File: src/rtl/addr_router_switch.sv
// rtl/addr_router_switch.sv - two-way address router with registered ports A/B (optional macro: SWITCH_IDLE_CLEAR_EN)
module addr_router_switch #(
    parameter int ADDR_WIDTH = 8,
    parameter int DATA_WIDTH = 16,
    parameter logic [ADDR_WIDTH-1:0] ADDR_DIV = 8'h3F
) (
    input  logic                  clk,
    input  logic                  rstn,
    input  logic [ADDR_WIDTH-1:0] addr,
    input  logic [DATA_WIDTH-1:0] data,
    input  logic                  vld,
    output logic [ADDR_WIDTH-1:0] addr_a,
    output logic [DATA_WIDTH-1:0] data_a,
    output logic [ADDR_WIDTH-1:0] addr_b,
    output logic [DATA_WIDTH-1:0] data_b
);

    logic to_a;

    // Unsigned compare: the divider address itself belongs to port A.
    always_comb begin
        to_a = (addr <= ADDR_DIV);
    end

    // Steer each valid beat to one port and zero the other; idle edges hold or clear.
    always_ff @(posedge clk or negedge rstn) begin
        if (!rstn) begin
            addr_a <= '0;
            data_a <= '0;
            addr_b <= '0;
            data_b <= '0;
        end else if (vld) begin
            if (to_a) begin
                addr_a <= addr;
                data_a <= data;
                addr_b <= '0;
                data_b <= '0;
            end else begin
                addr_a <= '0;
                data_a <= '0;
                addr_b <= addr;
                data_b <= data;
            end
        end else begin
`ifdef SWITCH_IDLE_CLEAR_EN
            addr_a <= '0;
            data_a <= '0;
            addr_b <= '0;
            data_b <= '0;
`else
            addr_a <= addr_a;
            data_a <= data_a;
            addr_b <= addr_b;
            data_b <= data_b;
`endif
        end
    end

endmodule

File: config.mk
export PLATFORM = sky130hd
export DESIGN_NAME = addr_router_switch
export DESIGN_NICKNAME = d
export VERILOG_FILES = /design/src/rtl/addr_router_switch.sv
export SDC_FILE = /design/constraint.sdc
export NUM_CORES = 1
export LEC_CHECK = 0
export CAP_MARGIN = 30
export CORE_UTILIZATION = 55
export CTS_CLUSTER_DIAMETER = 150
export DETAILED_ROUTE_END_ITERATION = 12
export DONT_BUFFER_PORTS = 1
export PLACE_DENSITY = 0.73
export SYNTH_ARGS = -nofsm -noshare
export SYNTH_HDL_FRONTEND = slang
export SYNTH_SLANG_ARGS = --single-unit
File: constraint.sdc
create_clock -name clk -period 0.8 [get_ports clk]
set_input_delay 0.24 -clock clk [delete_from_list [all_inputs] [get_ports clk]]
set_output_delay 0.24 -clock clk [all_outputs]
set_load 0.05 [all_outputs]
* Word level (Yosys, flattened, before mapping)
Cells that the tools add are included.
Storage, ports and cells: register bits 48, input port bits 27, output and inout port bits 48, word-level logic and storage cells 9
Operators by class: $lt $le $gt $ge 1, multiplexer cells 4
Operator list (count):
- two-way mux 16 bit | 2
- two-way mux 8 bit | 2
- less-or-equal comparator 8 x 6 -> 1 bit, second input constant | 1

* Longest topological paths before layout
Gate-level depths: netlist of the first run.
depth in word-level cells 2, mapped depth 4, gate-level depth less buffers 2

* Least setup slack after synthesis of the first run
Ideal clock, no wire load.
kind register to register, start point reg addr_b[6] (netlist name), end point reg addr_b[6], setup time 125 ps, data arrival time 863 ps, required time 675 ps, slack -188 ps, cell stages (with the launch flop) 2, buffers on the path 0, cell sequence dfrtp_1 > mux2_2
RTL lines:
- to (signal assigned) | line 41 | addr_b <= addr;
- to (signal assigned) | line 53 | addr_b <= addr_b;
- to (decl) | line 14 | output logic [ADDR_WIDTH-1:0] addr_b,

* Worst setup path in the final report of the first run
start point reg data_b[3], end point out data_b[3]
RTL lines:
- from (decl) | line 15 | output logic [DATA_WIDTH-1:0] data_b
- from (signal assigned) | line 42 | data_b <= data;
- from (signal assigned) | line 54 | data_b <= data_b;
No word-level cell between the ends.

==> impl_metrics.env, run 1 <==
export IMPL_status="complete, but fails checks"
export IMPL_violations="negative hold slack, negative setup slack"
export IMPL_whs_ns=-0.4602
export IMPL_antenna_found_initial=0
export IMPL_fp_dieW_um=62.37
export IMPL_num_vias=1596
export IMPL_grt_usage_pct=30.63
export IMPL_root_buffer="clkbuf_4"
export IMPL_setup_viol=57
export IMPL_post_route_cells_drive_above_1_share_pct=65.80
export IMPL_wl_per_cell_um=23.07
export IMPL_dp_hpwl_um=3711
export IMPL_die_area_um2=3890
export IMPL_syn_num_nets=204
export IMPL_rsz0062_at_grt="yes"
export IMPL_tightest_slew_ns=0.2768
export IMPL_path_max_fanout=2
export IMPL_fmax_mhz=812.5
export IMPL_final_max_slew_viol_count=0
export IMPL_cts_buffers=5
export IMPL_clock_path_buffers=2
export IMPL_criticalPathCategory="reg2out"
export IMPL_dieHeight_um=62.37
export IMPL_grt_pass1_vias=1660
export IMPL_cp_num_buf_inv=1
export IMPL_crit_required_ns=0.56
export IMPL_power_mw=5.865
export IMPL_crit_family="flip-flops"
export IMPL_fin_crit_sh_pct=153.8
export IMPL_cp_data_arrival_time_ns=0.99
export IMPL_ant_nets=0
export IMPL_finalSetupTns_ns=-20.30
export IMPL_syn_avg_cell_area_um2=11.32
export IMPL_fin_nets=260
export IMPL_ys_warn_count=0
export IMPL_numPortBuffers=0
export IMPL_cts_tree="done"
export IMPL_relSlewSlack_pct=81.54
export IMPL_final_setup_skew_ns=0
export IMPL_maxCapViolCount=0
export IMPL_irDropWorstVdd_uv=1805
export IMPL_ys_seq_area_share_pct=59.93
export IMPL_power_density_nw_per_um2=1843
export IMPL_grt_max_degree=71
export IMPL_area_growth_pct=58.74
export IMPL_period_needed_ns=1.231
export IMPL_setup_ws_ns=-0.4308
export IMPL_drt_total_wl_um=6390
export IMPL_clock_latency_ns=0.37
export IMPL_clk_pin_slew_ns=0.13
export IMPL_gp_congestion=0.6939
export IMPL_start_util_pct=58.68
export IMPL_htreeDepth=2
export IMPL_globalRouteOverflowTotal=0
export IMPL_drc_errors=0
export IMPL_drtIter0Drc=95
export IMPL_synth_cell_types=13
export IMPL_final_cell_mix="dfrtp_2 (48), buf_12 (46), inv_1 (36)"
export IMPL_final_common_cell="dfrtp_2"
export IMPL_io_pins=75
export IMPL_grt_first_pass_wirelength_um=8776
export IMPL_insertedDiodeCount=0
export IMPL_drt_pass1_iterations=4
export IMPL_pre_cts_ws_ns=-0.1394
export IMPL_core_area_um2=3416
export IMPL_cp_slowest_cell="dfrtp_2"
export IMPL_cpPeakStageDelay_ns=0.46
export IMPL_cp_start_kind="register"
export IMPL_hold_viol=82
export IMPL_netlist_area_um2=2004
export IMPL_vias_per_cell=5.762
export IMPL_clock_sinks=48
export IMPL_syn_inst=177
export IMPL_endpoint_kind="primary output"
export IMPL_rows=21
export IMPL_cellLeakagePower_nw=1.348
export IMPL_min_path_type="in2async"
export IMPL_nFillCells=86
export IMPL_synth_seq_cells=48
export IMPL_crit_chain="buf_12"
==> final timing paths <==
| path | start | endpoint | slack, ns | cells after the start |
|---|---|---|---|---|
| max | data_b[3]$_DFFE_PN0P_ | data_b[3] | -0.43 | 1 |
| min | rstn | data_b[11]$_DFFE_PN0P_ | -0.46 | 0 |
| max reg2reg | addr_b[6]$_DFFE_PN0P_ | addr_b[6]$_DFFE_PN0P_ | -0.24 | 3 |
| min reg2reg | addr_b[7]$_DFFE_PN0P_ | addr_b[7]$_DFFE_PN0P_ | 0.58 | 1 |
| max in group asynchronous | rstn | data_a[3]$_DFFE_PN0P_ | 1.17 | 0 |
| min in group clk | vld | addr_a[7]$_DFFE_PN0P_ | -0.07 | 1 |
==> where the power goes <==
group          internal (mW)  total (mW)  switching (mW)
combinational          0.941        1.97            1.02
sequential              2.64        2.87           0.226
clock                  0.295        1.03           0.739
total                   3.88        5.87            1.99
==> state kept, by name, indices dropped and copies added, names as in the netlist <==
register and cells:
addr_b 8, data_a 16, addr_a 8, data_b 16
==> synthesized netlist by cell type <==
master,instances,share of area [%]
buf_4,1,0.37
dfrtp_1,48,60
o22ai_2,20,12
buf_6,2,1.1
buf_12,2,2.0
or2_1,1,0.31
mux2_2,2,1.1
inv_1,44,8.2
o22ai_1,24,7.5
nand2_1,22,4.1
nor2_1,1,0.19
buf_2,8,2.0
nor2b_1,2,0.62
==> kinds of logic (layout without fill, tap and decap cells) <==
| logic type | count (synthesis) | count (layout) | share of synthesized area, % |
|---|---|---|---|
| flops | 48 | 48 | 59.92 |
| simple gates | 26 | 26 | 5.243 |
| buf+inv | 57 | 111 | 13.73 |
| mux | 2 | 2 | 1.124 |
| compound gates | 44 | 44 | 19.97 |
==> area by class of cell <==
| type | count | area (µm²) | share of cell area, % |
|---|---|---|---|
| clock buffer | 5 | 37.54 | 1.180 |
| tap | 46 | 57.56 | 1.809 |
| multi-input combinational | 72 | 574.3 | 18.05 |
| inverter | 44 | 172.7 | 5.427 |
| sequential | 48 | 1261 | 39.64 |
| timing repair buffer | 62 | 1079 | 33.90 |
==> layer usage <==
metal,wire length [µm],track usage [%]
met5,0,0
met1,2320,34.85
met4,233,14.83
met2,3429,53.71
met3,405,7.847
==> through the flow <==
step / utilization, % / cells / instance area [µm²]
after CTS: 90.40 / 272 / 3088
final: 93.15 / 277 / 3182
after global placement: 87.03 / 261 / 2973
after global routing: 93.15 / 277 / 3182
after detailed placement: 87.03 / 261 / 2973
after floorplan: - / 177 / 2081
==> what timing repair did <==
item                                   CTS  global route
gates resized for setup                 10            21
endpoints found under the hold margin   94            94
setup buffers                            6             6
setup endpoints to repair               52            57
pin swaps                                0             1
Power figures use the tool's default switching activity.
==> inputs of run 2 (changes only) <==
--- a/config.mk
+++ b/config.mk
@@ -10,7 +10,7 @@
 export CTS_CLUSTER_DIAMETER = 150
 export DETAILED_ROUTE_END_ITERATION = 12
 export DONT_BUFFER_PORTS = 1
-export PLACE_DENSITY = 0.73
+export PLACE_DENSITY = 0.72
 export SYNTH_ARGS = -nofsm -noshare
 export SYNTH_HDL_FRONTEND = slang
 export SYNTH_SLANG_ARGS = --single-unit
==> run 2 against run 1 <==
Compared with the run above: the run still ends with negative hold slack, negative setup slack left; register-to-register slack better by 0.19 ns; highest routed layer unchanged; combinational power decreased by 5%; clock skew unchanged; setup slack lost 0.019 ns; final cell count decreased by 1.8%; maximum frequency decreased by 1.6%; largest power group unchanged.
==> impl_metrics.env, run 2 (synthesis results as in run 1) <==
export IMPL_status="complete, but fails checks"
export IMPL_violations="negative hold slack, negative setup slack"
export IMPL_dp_hpwl_um=3406
export IMPL_drc_errors=0
export IMPL_fin_nets=253
export IMPL_hold_viol=91
export IMPL_seq_area_um2=1261
export IMPL_power_mw=5.832
export IMPL_antenna_found_initial=0
export IMPL_combPwrFrac_pct=32.0
export IMPL_grt_usage_pct=30.64
export IMPL_drt_pass1_iterations=4
export IMPL_final_max_slew_viol_count=0
export IMPL_final_common_cell="dfrtp_2"
export IMPL_core_area_um2=3416
export IMPL_cpPeakStageDelay_ns=0.47
export IMPL_wl_per_cell_um=21.28
export IMPL_io_pins=75
export IMPL_power_switching_mw=1.978
export IMPL_cp_endpoint="addr_b[7]"
export IMPL_grt_busiest_layer="met2"
export IMPL_fmax_mhz=799.9
export IMPL_fp_dieW_um=62.37
export IMPL_rows=21
export IMPL_ff2ff_path_depth=1
export IMPL_post_route_cells_drive_above_1_share_pct=61.95
export IMPL_min_path_type="in2async"
export IMPL_cp_depth=1
export IMPL_ant_nets=0
export IMPL_place_inst=260
export IMPL_stdcell_count=272
export IMPL_startpoint="addr_b[7]$_DFFE_PN0P_"
export IMPL_crit_reg2reg_launch="addr_b[7]$_DFFE_PN0P_"
export IMPL_crit_family="flip-flops"
export IMPL_cp_slowest_cell="dfrtp_2"
export IMPL_grt_max_degree=71
export IMPL_clkPwrFrac_pct=19.0
export IMPL_cp_data_arrival_time_ns=1.01
export IMPL_globalRouteOverflowTotal=0
export IMPL_maxCapViolCount=0
export IMPL_gr_usage_met2_pct=52.88
export IMPL_p_int_mw=3.854
export IMPL_crit_required_ns=0.56
export IMPL_num_vias=1555
export IMPL_htreeDepth=2
export IMPL_cp_start_kind="register"
export IMPL_final_setup_skew_ns=0
export IMPL_power_density_nw_per_um2=1882
export IMPL_fin_crit_sh_pct=156.3
export IMPL_clk_pin_slew_ns=0.15
export IMPL_use_met3_pct=11.50
export IMPL_irDropWorstVdd_uv=1597
export IMPL_grt_first_pass_wirelength_um=8735
export IMPL_grt_pass1_vias=1678
export IMPL_clock_sinks=48
export IMPL_clock_path_buffers=2
export IMPL_power_frac_seq_pct=49.0
export IMPL_reg2reg_slack_ns=-0.05
export IMPL_root_buffer="clkbuf_4"
export IMPL_dieHeight_um=62.37
export IMPL_insertedDiodeCount=0
export IMPL_switching_share_pct=33.92
export IMPL_final_cell_mix="dfrtp_2 (48), buf_12 (46), inv_1 (39)"
export IMPL_multiInputGateArea_um2=559.3
export IMPL_drtIter0Drc=90
export IMPL_tightest_slew_ns=0.2722
export IMPL_drt_total_wl_um=5787
export IMPL_numPortBuffers=0
export IMPL_vias_per_cell=5.717
export IMPL_use_met1_pct=32.07
export IMPL_setup_ws_ns=-0.4502
export IMPL_rsz0062_at_grt="yes"
export IMPL_setup_viol=53
export IMPL_endpoint_kind="primary output"
export IMPL_cts_buffers=5
export IMPL_whs_ns=-0.4678
export IMPL_cellLeakagePower_nw=1.310
export IMPL_cp_num_buf_inv=1
export IMPL_start_util_pct=58.68
export IMPL_rr_endpoint="addr_b[7]$_DFFE_PN0P_"
export IMPL_relSlewSlack_pct=81.85
export IMPL_area_growth_pct=54.62
export IMPL_path_max_fanout=2
export IMPL_cts_tree="done"
export IMPL_criticalPathCategory="reg2out"
export IMPL_gp_congestion=0.6812
export IMPL_clock_latency_ns=0.36
export IMPL_nFillCells=110
export IMPL_largest_registers="data_a: 16 flops, data_b: 16 flops"
export IMPL_crit_chain="buf_12"
export IMPL_period_needed_ns=1.250
export IMPL_die_area_um2=3890
run 2: cell count changes in the layout (fill, tap and decap cells not counted):
cell / before / now
o22ai_1: 20 / 23
inv_4: 3 / 1
mux2_2: 1 / 0
clkinv_2: 0 / 1
o22ai_2: 24 / 21
inv_1: 36 / 39
buf_6: 10 / 5
buf_4: 6 / 4
mux2_4: 1 / 2
clkbuf_1: 0 / 1
inv_2: 5 / 4
run 2: power groups by stage:
| stage | clock (mW) | sequential, mW | combinational [mW] |
|---|---|---|---|
| floorplan | 0 | 3.42 | 0.387 |
| global placement | 0 | 2.87 | 1.73 |
| detailed placement | 0 | 2.89 | 1.78 |
| CTS | 1.08 | 2.84 | 1.81 |
| global route | 1.19 | 2.87 | 1.92 |
| finish | 1.11 | 2.86 | 1.87 |
run 2: how the worst min path moves through the flow:
| stage | startpoint | endpoint | slack [ns] | cells after the start |
|---|---|---|---|---|
| finish | rstn | data_a[6]$_DFFE_PN0P_ | -0.47 | 0 |
| global route | rstn | data_a[12]$_DFFE_PN0P_ | -0.48 | 0 |
| CTS | rstn | data_a[12]$_DFFE_PN0P_ | -0.46 | 0 |
| detailed placement | rstn | addr_a[0]$_DFFE_PN0P_ | -0.05 | 0 |
| global placement | rstn | data_b[14]$_DFFE_PN0P_ | -0.05 | 0 |
| floorplan | rstn | addr_a[0]$_DFFE_PN0P_ | -0.06 | 0 |
run 2: through the flow:
stage | area (µm²) | TNS (ns) | worst slack, ns | utilization [%]
5_1_grt | 3099 | -21.21 | -0.4624 | 90.73
3_5_place_dp | 2965 | -2.215 | -0.1360 | 86.81
6_report | 3099 | -20.02 | -0.4502 | 90.73
2_1_floorplan | 2081 | -1.715 | -0.1024 | -
3_3_place_gp | 2965 | -1.446 | -0.07741 | 86.81
4_1_cts | 3049 | -19.78 | -0.4235 | 89.27
run 2: layout make-up:
type,count,area share (%)
Timing Repair Buffer,55,32.50
Tap cell,46,1.857
Inverter,44,5.410
Clock buffer,6,1.332
Multi-Input combinational cell,72,18.05
Sequential cell,48,40.69
Clock inverter,1,0.1615
run 2: what timing repair did:
action / in CTS / in global routing
endpoints found under the hold margin: 94 / 94
setup endpoints to repair: 52 / 55
resized for setup: 4 / 13
setup buffers: 3 / 2
run 2: routing by layer:
metal | wire, µm | vias up | share of wire (%)
met1 | 2061 | 782 | 36
met3 | 410 | 19 | 7.1
met4 | 208 | 0 | 3.6
met2 | 3107 | 84 | 54
met5 | 0 | - | 0
li1 | - | 670 | -
